===== config.mk =====
export PLATFORM = sky130hd
export DESIGN_NAME = seg7_scan_ctrl
export DESIGN_NICKNAME = d
export VERILOG_FILES = /design/src/rtl/seg7_pkg.sv /design/src/rtl/seg7_lut.sv /design/src/rtl/seg7_scan_timer.sv /design/src/rtl/seg7_scan_ctrl.sv
export SDC_FILE = /design/constraint.sdc
export NUM_CORES = 1
export LEC_CHECK = 0
export ABC_AREA = 1
export CAP_MARGIN = 20
export CELL_PAD_IN_SITES_DETAIL_PLACEMENT = 1
export CELL_PAD_IN_SITES_GLOBAL_PLACEMENT = 2
export CORE_MARGIN = 3
export CORE_UTILIZATION = 32
export DETAILED_ROUTE_END_ITERATION = 8
export GPL_TIMING_DRIVEN = 0
export PLACE_DENSITY_LB_ADDON = 0.3
export SLEW_MARGIN = 20
export SYNTH_ARGS = -nofsm -noshare
export SYNTH_HDL_FRONTEND = slang
export SYNTH_SLANG_ARGS = --single-unit

===== constraint.sdc =====
create_clock -name clk -period 2.9 [get_ports clk]
set_input_delay 0.29 -clock clk [delete_from_list [all_inputs] [get_ports clk]]
set_output_delay 0.29 -clock clk [all_outputs]
set_load 0.05 [all_outputs]

===== src/rtl/seg7_pkg.sv =====
// seg7_pkg: shared constants and FSM state type for the 7-segment scan path.
//   SEG7_CODE_OFF : decoder input code that lights no segment
//   SEG7_SEG_OFF  : active-low segment pattern with every segment dark
//   seg7_scan_st_t: scan FSM states
package seg7_pkg;
  localparam logic [3:0] SEG7_CODE_OFF = 4'hf;
  localparam logic [6:0] SEG7_SEG_OFF  = 7'b1111111;

  typedef enum logic {
    GUARD = 1'b0,
    DRIVE = 1'b1
  } seg7_scan_st_t;
endpackage


===== src/rtl/seg7_lut.sv =====
// SEG7_LUT: shared 4-bit code to active-low 7-segment decoder (gfedcba).
//   i_dig [3:0] : digit code; 4'hf is the "off" code
//   o_seg [6:0] : active-low segments, combinational
module SEG7_LUT
  import seg7_pkg::*;
(
  input  logic [3:0] i_dig,
  output logic [6:0] o_seg
);
  always_comb begin
    o_seg = SEG7_SEG_OFF;
    case (i_dig)
      4'h0: o_seg = 7'b1000000;
      4'h1: o_seg = 7'b1111001;
      4'h2: o_seg = 7'b0100100;
      4'h3: o_seg = 7'b0110000;
      4'h4: o_seg = 7'b0011001;
      4'h5: o_seg = 7'b0010010;
      4'h6: o_seg = 7'b0000010;
      4'h7: o_seg = 7'b1111000;
      4'h8: o_seg = 7'b0000000;
      4'h9: o_seg = 7'b0011000;
      4'ha: o_seg = 7'b0001000;
      4'hb: o_seg = 7'b0000011;
      4'hc: o_seg = 7'b1000110;
      4'hd: o_seg = 7'b0100001;
      4'he: o_seg = 7'b0000110;
      default: o_seg = SEG7_SEG_OFF;
    endcase
  end
endmodule


===== src/rtl/seg7_scan_timer.sv =====
// seg7_scan_timer: slot cycle counter and digit index for the scan controller.
//   clk, rst      : clock, synchronous active-high reset
//   o_tick        : last cycle of a slot (cnt == DIV-1)
//   o_frame_end   : tick of the last digit slot
//   o_idx         : digit currently being scanned
module seg7_scan_timer #(
  parameter int DIGITS = 4,
  parameter int DIV    = 50000
) (
  input  logic                      clk,
  input  logic                      rst,
  output logic                      o_tick,
  output logic                      o_frame_end,
  output logic [$clog2(DIGITS)-1:0] o_idx
);
  localparam int IW = $clog2(DIGITS);
  localparam int CW = $clog2(DIV);

  logic [CW-1:0] r_cnt;
  logic [IW-1:0] r_idx;

  assign o_tick      = (r_cnt == CW'(DIV - 1));
  assign o_frame_end = o_tick && (r_idx == IW'(DIGITS - 1));
  assign o_idx       = r_idx;

  always_ff @(posedge clk) begin
    if (rst) begin
      r_cnt <= '0;
      r_idx <= '0;
    end else if (o_tick) begin
      r_cnt <= '0;
      r_idx <= o_frame_end ? '0 : r_idx + 1'b1;
    end else begin
      r_cnt <= r_cnt + 1'b1;
    end
  end
endmodule


===== src/rtl/seg7_scan_ctrl.sv =====
// seg7_scan_ctrl: time-multiplexed scan of DIGITS 7-segment digits through one
// shared decoder, with a dark guard cycle between digits and tear-free updates
// committed only at frame end.
//   clk, rst    : clock, synchronous active-high reset
//   load        : strobe staging data_in for the next frame boundary
//   data_in     : packed digit codes, digit i at [4i+3:4i]
//   blank_mask  : 1 = digit dark, sampled each slot
//   blink_mask  : 1 = digit blinks (only when SEG7_BLINK_EN is defined)
//   upd_pend    : a staged value is waiting for frame end
//   an          : active-low anodes (registered)
//   dig         : code fed to the decoder (registered)
//   seg         : decoder output
// Optional feature macro: SEG7_BLINK_EN (blink phase and blink_mask port).
module seg7_scan_ctrl
  import seg7_pkg::*;
#(
  parameter int DIGITS       = 4,
  parameter int DIV          = 50000
`ifdef SEG7_BLINK_EN
  ,
  parameter int BLINK_FRAMES = 64
`endif
) (
  input  logic                  clk,
  input  logic                  rst,
  input  logic                  load,
  input  logic [4*DIGITS-1:0]   data_in,
  input  logic [DIGITS-1:0]     blank_mask,
`ifdef SEG7_BLINK_EN
  input  logic [DIGITS-1:0]     blink_mask,
`endif
  output logic                  upd_pend,
  output logic [DIGITS-1:0]     an,
  output logic [3:0]            dig,
  output logic [6:0]            seg
);
  localparam int IW = $clog2(DIGITS);

  seg7_scan_st_t       r_state;
  logic [4*DIGITS-1:0] r_disp;
  logic [4*DIGITS-1:0] r_pend;
  logic                r_upd_pend;
  logic [DIGITS-1:0]   r_an;
  logic [3:0]          r_dig;

  logic                w_tick;
  logic                w_frame_end;
  logic [IW-1:0]       w_idx;
  logic [IW-1:0]       w_idx_nxt;
  logic [4*DIGITS-1:0] w_disp_nxt;
  logic                w_off_cur;
  logic                w_off_nxt;

  seg7_scan_timer #(.DIGITS(DIGITS), .DIV(DIV)) u_timer (
    .clk         (clk),
    .rst         (rst),
    .o_tick      (w_tick),
    .o_frame_end (w_frame_end),
    .o_idx       (w_idx)
  );

  assign w_idx_nxt = w_frame_end ? '0 : w_idx + 1'b1;

  // A load landing on the commit edge bypasses staging and is shown directly.
  always_comb begin
    w_disp_nxt = r_disp;
    if (w_frame_end && load)            w_disp_nxt = data_in;
    else if (w_frame_end && r_upd_pend) w_disp_nxt = r_pend;
  end

  always_ff @(posedge clk) begin
    if (rst) begin
      r_disp     <= {DIGITS{SEG7_CODE_OFF}};
      r_pend     <= '0;
      r_upd_pend <= 1'b0;
    end else begin
      r_disp <= w_disp_nxt;
      if (w_frame_end) begin
        r_upd_pend <= 1'b0;
      end else if (load) begin
        r_pend     <= data_in;
        r_upd_pend <= 1'b1;
      end
    end
  end

`ifdef SEG7_BLINK_EN
  localparam int FW = (BLINK_FRAMES > 1) ? $clog2(BLINK_FRAMES) : 1;
  logic [FW-1:0] r_fcnt;
  logic          r_phase;
  logic          w_fwrap;
  logic          w_phase_nxt;

  assign w_fwrap     = w_frame_end && (r_fcnt == FW'(BLINK_FRAMES - 1));
  assign w_phase_nxt = w_fwrap ? ~r_phase : r_phase;

  always_ff @(posedge clk) begin
    if (rst) begin
      r_fcnt  <= '0;
      r_phase <= 1'b1;
    end else if (w_frame_end) begin
      r_fcnt  <= w_fwrap ? '0 : r_fcnt + 1'b1;
      r_phase <= w_phase_nxt;
    end
  end

  assign w_off_cur = blank_mask[w_idx] | (~r_phase & blink_mask[w_idx]);
  assign w_off_nxt = blank_mask[w_idx_nxt] | (~w_phase_nxt & blink_mask[w_idx_nxt]);
`else
  assign w_off_cur = blank_mask[w_idx];
  assign w_off_nxt = blank_mask[w_idx_nxt];
`endif

  // dig is preloaded on entry to GUARD so the decoder settles with the
  // anodes off; it is refreshed on the GUARD edge from the same blank sample
  // that decides the anode, so the drive window is always consistent.
  always_ff @(posedge clk) begin
    if (rst) begin
      r_state <= GUARD;
      r_an    <= '1;
      r_dig   <= SEG7_CODE_OFF;
    end else begin
      case (r_state)
        GUARD: begin
          r_state <= DRIVE;
          r_an    <= w_off_cur ? '1 : ~(DIGITS'(1) << w_idx);
          r_dig   <= w_off_cur ? SEG7_CODE_OFF : r_disp[{w_idx, 2'b00} +: 4];
        end
        DRIVE: begin
          if (w_tick) begin
            r_state <= GUARD;
            r_an    <= '1;
            r_dig   <= w_off_nxt ? SEG7_CODE_OFF : w_disp_nxt[{w_idx_nxt, 2'b00} +: 4];
          end
        end
        default: r_state <= GUARD;
      endcase
    end
  end

  SEG7_LUT u_lut (
    .i_dig (r_dig),
    .o_seg (seg)
  );

  assign an       = r_an;
  assign dig      = r_dig;
  assign upd_pend = r_upd_pend;
endmodule


==> impl_metrics.toml, run 1 <==
[run_status]
outcome = "finished, final reports clean"

[logic_synthesis]
avgSynthCellArea_um2 = 7.14
post_synth_inst_count = 493
yosysSeqAreaShare = 0.381
synth.yosys.warnings = 0
synth-seq-cells = 67
yosys-top-cells-area = "sky130_fd_sc_hd__dfxtp_1 38%, sky130_fd_sc_hd__nand2_1 11%, sky130_fd_sc_hd__nand3_1 10%"
yosys.area.top_type_share = 0.381
synth_net_count = 527
syn-cell-area_um2 = 3520
synth_cell_type_count = 39
post-synth-top-area-cell = "sky130_fd_sc_hd__dfxtp_1"

[layout]
area_delta_synth_final_pct = 28.5
fin_cells = 696
fin_area_um2 = 4520
final_nets = 589
share_of_post_route_cells_with_drive_strength_above_1 = 0.159
diodes = 0

[global_route]
number_of_antenna_violations_at_the_first_check_in_global_routing = 0
grt_first_pass_wirelength_um = 18000
maximum_number_of_pins_on_one_net_before_global_route_repair = 13
grt_remaining_overflow = 0
number_of_global_route_vias_before_repair = 3487
grtUsageTotal = 0.183

[clocking]
clk_path_buf_depth = 2
hold_buffers = 0
root_buffer = "sky130_fd_sc_hd__clkbuf_8"
cts_tree = "done"
tritoncts.num_buffers = 9
insertion_delay_ns = 0.35
cts.clk_slew.worst_paths_ns = 0.08
clock_sinks = 67
cts_max_level = 3

[drt]
drt_drc_violations_left = 0
routedWlPerCell_um = 16.3
drt_pre_antenna_iters = 4
finalWirelength_um = 11300
number_of_nets_with_antenna_violations_after_routing = 0
route.vias.total = 3518
vias_per_cell = 5.05
drt_first_iter_violations = 154

[setup_path]
cp-end-kind = "register"
cp_max_fo = 8
cp_data_arrival_time_ns = 2.97
worstSetupPathType = "register to register"
timing.critical_path.from_type = "register"
critical_path_required_ns = 3.16

[floorplan]
start_util = 0.335
die_width_um = 111
core.rowCount = 37
fp.dieArea_um2 = 12300
die-height_um = 111
num_io_pins = 39
fp.coreArea_um2 = 10500

[pwr]
clockPowerShare = 0.420
switching_power_uw = 575
power.sequential.fraction = 0.454
peakVddDrop_uv = 313
cellLeakagePower_nw = 1.92
combinationalPowerShare = 0.126
powerDensity_nw_per_um2 = 473
power.switching_fraction = 0.269
totalPowerFinal_mw = 2.14
internal_power_mw = 1.56

[timing]
finalWorstPathRequiredPeriod_ns = 2.71
setup_tns_ns = 0
fin_crit_sh = 0.936
timing.max_slew.rel_slack = 0.549
finClkSkew_ns = 0.00789
worst-slew-pin-transition_ns = 0.676
slew_violations = 0
finalHoldViolations = 0
setup_violations = 0
achievable_frequency_ghz = 0.369

[hold_path]
worstHoldPathType = "register to register"

[place]
io_buffers = 38
post-dp-hpwl_um = 8060
place_area_um2 = 4070
place.gp.congestion = 0.776
dp_cells = 667

[flow_run]
drv.max_cap_violation_count = 0
## critical path: stages, from the launching register on
cell	delay [ns]
sky130_fd_sc_hd__dfxtp_1	0.47
sky130_fd_sc_hd__clkinv_2	0.23
sky130_fd_sc_hd__ha_1	0.35
sky130_fd_sc_hd__nand2_2	0.15
sky130_fd_sc_hd__inv_1	0.22
sky130_fd_sc_hd__nand2_1	0.10
sky130_fd_sc_hd__nand2_2	0.14
sky130_fd_sc_hd__nand3_2	0.12
sky130_fd_sc_hd__a21boi_4	0.18
sky130_fd_sc_hd__inv_2	0.08
sky130_fd_sc_hd__ha_4	0.28
sky130_fd_sc_hd__inv_1	0.07
sky130_fd_sc_hd__nand3_1	0.08
sky130_fd_sc_hd__nand2_1	0.06
sky130_fd_sc_hd__nand2_1	0.05
sky130_fd_sc_hd__nand2_1	0.05
## cell type report
cell class	count	area, µm²
inverter	64	244
timing repair buffer	51	495
tap	136	170
clock buffer	10	138
sequential	67	1350
buffer	20	138
clock inverter	6	88.8
multi-input combinational	342	1900
fill	1291	5980
## power by group through the flow
| stage | logic (mW) | clock network (mW) | registers, mW |
|---|---|---|---|
| 2_1_floorplan | 0.0940 | 0 | 1.05 |
| 3_3_place_gp | 0.254 | 0 | 0.990 |
| 3_5_place_dp | 0.257 | 0 | 0.992 |
| 4_1_cts | 0.262 | 0.921 | 0.970 |
| 5_1_grt | 0.292 | 0.962 | 0.976 |
| 6_report | 0.269 | 0.898 | 0.972 |
## final timing paths
path              cells after the start  slack (ns)        startpoint        endpoint
setup / recovery                     15        0.19  u_timer.o_idx[0]  u_lut.o_seg[3]
hold / removal                        2        0.46        r_pend[10]      r_pend[10]
setup reg to reg                     15        0.19  u_timer.o_idx[0]  u_lut.o_seg[3]
hold reg to reg                       2        0.46        r_pend[10]      r_pend[10]
## what timing repair did
item	4_1_cts	5_1_grt
setup endpoints to repair	7	7
setup buffers	4	8
resized for setup	8	20
pin swaps	2	8
cloned	0	1
## cells in the final DEF (no fill, tap or decap), types with 2 or more instances in the layout
master                            count
sky130_fd_sc_hd__a211oi_1             2
sky130_fd_sc_hd__a21oi_1             36
sky130_fd_sc_hd__buf_2                4
sky130_fd_sc_hd__buf_4               15
sky130_fd_sc_hd__buf_6                2
sky130_fd_sc_hd__bufinv_16            2
sky130_fd_sc_hd__clkbuf_1             7
sky130_fd_sc_hd__clkbuf_8            10
sky130_fd_sc_hd__clkdlybuf4s50_1     38
sky130_fd_sc_hd__clkinv_2             2
sky130_fd_sc_hd__clkinvlp_4           2
sky130_fd_sc_hd__dfxtp_1             63
sky130_fd_sc_hd__dfxtp_2              4
sky130_fd_sc_hd__ha_1                 9
sky130_fd_sc_hd__ha_4                 2
sky130_fd_sc_hd__inv_1               57
sky130_fd_sc_hd__inv_2                5
sky130_fd_sc_hd__nand2_1            100
sky130_fd_sc_hd__nand2_2              8
sky130_fd_sc_hd__nand2_4              5
sky130_fd_sc_hd__nand3_1             67
sky130_fd_sc_hd__nand3_2              9
sky130_fd_sc_hd__nand4_1             16
sky130_fd_sc_hd__nor2_1              28
sky130_fd_sc_hd__nor2_4               2
sky130_fd_sc_hd__nor3_1               4
sky130_fd_sc_hd__nor3b_1              2
sky130_fd_sc_hd__nor4_1               2
sky130_fd_sc_hd__o21ai_0             31
sky130_fd_sc_hd__xor2_1               3
## flip-flops by register name (all words and copies together) (netlist names)
| signal | count |
|---|---|
| r_disp | 16 |
| r_pend | 16 |
| u_timer.r_cnt | 16 |
| u_lut.o_seg | 7 |
| an | 4 |
| dig | 4 |
| u_timer.o_idx | 2 |
| r_state | 1 |
| upd_pend | 1 |
## cell families after synthesis
kind of cell,after synthesis,synth area share
simple gates,248,0.340
flops,67,0.381
compound gates,79,0.125
buf+inv,84,0.106
xor+xnor,4,0.00995
fa+ha+maj,11,0.0391
## cell usage after synthesis (all sizes together)
library cell    n
nand2         113
nand3          77
dfxtp          67
inv            63
a21oi          36
o21ai          32
nor2           31
nand4          17
buf            13
ha             11
clkbuf          7
nor3            4
a211oi          3
xor2            3
a21boi          2
nor3b           2
nor4            2
o211ai          2
a31oi           1
a32o            1
and2            1
clkinv          1
o21a            1
o22ai           1
or2             1
xnor2           1
## per-stage QoR
step / hold WS (ns) / setup slack, ns / utilization
5_1_grt: 0.473 / -0.00501 / 0.431
2_1_floorplan: 0.418 / 0.210 / -
3_3_place_gp: 0.431 / -0.316 / 0.388
6_report: 0.463 / 0.187 / 0.431
3_5_place_dp: 0.453 / -0.380 / 0.388
4_1_cts: 0.429 / 0.0160 / 0.414
## per-layer routing
layer / part of all wire / up-vias / GRT usage
met3: 0.035 / 13 / 0.0464
met2: 0.49 / 57 / 0.312
met5: 0 / - / 0
met4: 0.014 / 0 / 0.0525
li1: - / 1755 / -
met1: 0.46 / 1693 / 0.228
(Power assumes the default switching activity.)
==> run 2: changes to the inputs <==
- REMOVE_ABC_BUFFERS: unset -> 1
==> run 2 against run 1 <==
Against the previous run:
- non-clock buffer count fell by 13
- setup slack got worse by 0.0078 ns
- sequential share of layout area rose by 0.23 points
- die area did not move
- sequential power barely moved
- via count fell by 3.4%
- critical endpoint unchanged
- combinational power fell by 7%
- register-to-register slack barely moved
- largest cell class unchanged
- core utilization fell by 0.30 points
==> impl_metrics.toml, run 2 (synthesis results as in run 1) <==
[run_status]
outcome = "finished, final reports clean"

[flow_run]
drv.max_cap_violation_count = 0

[setup_path]
cp_max_fo = 8
critical_path_required_ns = 3.15
timing.critical_path.from_type = "register"
r2r-start = "u_timer.r_cnt[0]"
r2r_slack_ns = 0.18
cp-end-kind = "register"
worstSetupPathType = "register to register"
cp_data_arrival_time_ns = 2.97
worstRegToRegCells = 20
crit-reg2reg-capture = "u_lut.o_seg[3]"

[global_route]
number_of_global_route_vias_before_repair = 3542
grt_remaining_overflow = 0
number_of_antenna_violations_at_the_first_check_in_global_routing = 0
grt_first_pass_wirelength_um = 17300
grtUsageTotal = 0.176
maximum_number_of_pins_on_one_net_before_global_route_repair = 42

[drt]
vias_per_cell = 4.97
drt_drc_violations_left = 0
finalWirelength_um = 10600
routedWlPerCell_um = 15.5
route.vias.total = 3397
drt_pre_antenna_iters = 4
drt_first_iter_violations = 156
number_of_nets_with_antenna_violations_after_routing = 0

[pwr]
totalPowerFinal_mw = 1.96
peakVddDrop_uv = 196
cellLeakagePower_nw = 1.90
powerDensity_nw_per_um2 = 436

[layout]
area_delta_synth_final_pct = 27.6
share_of_post_route_cells_with_drive_strength_above_1 = 0.163
most_frequent_cells_in_the_layout = "98 x sky130_fd_sc_hd__nand2_1, 65 x sky130_fd_sc_hd__nand3_1, 64 x sky130_fd_sc_hd__dfxtp_1, 56 x sky130_fd_sc_hd__inv_1, 38 x sky130_fd_sc_hd__clkdlybuf4s50_1"
layout_commonest_cell = "sky130_fd_sc_hd__nand2_1"
reg.largest.list = "r_disp x16, r_pend x16, u_timer.r_cnt x16"
diodes = 0
final_core_utilization = 0.428
final_nets = 577

[clocking]
root_buffer = "sky130_fd_sc_hd__clkbuf_8"
cts_max_level = 3
hold_buffers = 0
cts.clk_slew.worst_paths_ns = 0.07
insertion_delay_ns = 0.36
clk_path_buf_depth = 2
tritoncts.num_buffers = 9
cts_tree = "done"
clock_sinks = 67

[floorplan]
die_width_um = 111
core.rowCount = 37
die-height_um = 111
num_io_pins = 39
fp.coreArea_um2 = 10500
fp.dieArea_um2 = 12300
start_util = 0.335

[timing]
setup_violations = 0
hold_slack_ns = 0.435
timing.max_slew.rel_slack = 0.409
finalHoldViolations = 0
finalWorstPathRequiredPeriod_ns = 2.72
worst-slew-pin-transition_ns = 0.885
finClkSkew_ns = 0.00746
slew_violations = 0
achievable_frequency_ghz = 0.368
fin_crit_sh = 0.938

[place]
io_buffers = 38
place.gp.congestion = 0.788
post-dp-hpwl_um = 7010

[hold_path]
hold_path_end = "u_timer.r_cnt[0]"
min_path_cells = 1
worstHoldPathType = "register to register"
hp-start = "u_timer.r_cnt[0]"
run 2: power by group:
group | switching (mW) | internal (mW) | leakage (nW)
combinational | 0.154 | 0.0957 | 1.25
clock | 0.362 | 0.373 | 0.0953
sequential | 0.0199 | 0.955 | 0.551
run 2: repair_timing:
item	in CTS	in global routing
pin swaps	6	10
setup buffers	12	8
gates resized for setup	18	25
setup endpoints to repair	43	7
cloned	1	0
run 2: worst max-delay path by stage:
stage                                 from        endpoint  slack, ns
final                     u_timer.r_cnt[0]  u_lut.o_seg[3]       0.18
after floorplan           u_timer.r_cnt[0]  u_lut.o_seg[3]      -0.11
after global placement    u_timer.o_idx[0]  u_lut.o_seg[3]      -1.22
after global routing      u_timer.r_cnt[0]  u_lut.o_seg[3]      -0.04
after CTS                 u_timer.r_cnt[0]  u_lut.o_seg[1]       0.01
after detailed placement  u_timer.o_idx[0]  u_lut.o_seg[3]      -1.27
run 2: worst max-delay path, stage by stage (launching register included):
cell                       delay, ns
sky130_fd_sc_hd__dfxtp_2        0.35
sky130_fd_sc_hd__ha_2           0.20
sky130_fd_sc_hd__nand2_2        0.09
sky130_fd_sc_hd__nor2_4         0.12
sky130_fd_sc_hd__nand2_4        0.08
sky130_fd_sc_hd__nor2_4         0.21
sky130_fd_sc_hd__nand2_4        0.11
sky130_fd_sc_hd__nand2_4        0.09
sky130_fd_sc_hd__inv_2          0.09
sky130_fd_sc_hd__nand2_1        0.07
sky130_fd_sc_hd__nand3_1        0.09
sky130_fd_sc_hd__nand2_2        0.16
sky130_fd_sc_hd__nand3_4        0.10
sky130_fd_sc_hd__a21boi_4       0.18
sky130_fd_sc_hd__inv_2          0.09
sky130_fd_sc_hd__ha_4           0.29
sky130_fd_sc_hd__inv_1          0.05
sky130_fd_sc_hd__nand3_1        0.07
sky130_fd_sc_hd__nand2_1        0.05
sky130_fd_sc_hd__nand2_1        0.05
sky130_fd_sc_hd__nand2_1        0.05
run 2: routing by layer:
layer / wire, µm / track usage
met4: 200 / 0.0813
met5: 0 / 0
met3: 364 / 0.0338
met2: 5020 / 0.288
met1: 4970 / 0.223
run 2: through the flow:
stage	TNS, ns	area, µm²	std cells	worst slack (ns)
floorplan	-0.145	3390	473	-0.106
global placement	-13.09	3940	647	-1.22
detailed placement	-14.74	3940	647	-1.27
CTS	0	4320	675	0.0117
global route	-0.0530	4490	683	-0.0399
finish	0	4490	683	0.179
run 2: final cells by class:
cell class              instances  area (µm²)
flip-flops and latches         67        1350
inverters                      64         246
repair buffers                 58         583
fillers                      1309        6020
clock buffers                  13         169
multi-input cells             343        1970
well taps                     136         170
clock inverters                 2        10.0
==> run 3: changes to the inputs <==
- CAP_MARGIN: 20 -> unset
==> results of run 3 <==
Final layout, timing and power as in run 2 (identical DEF).
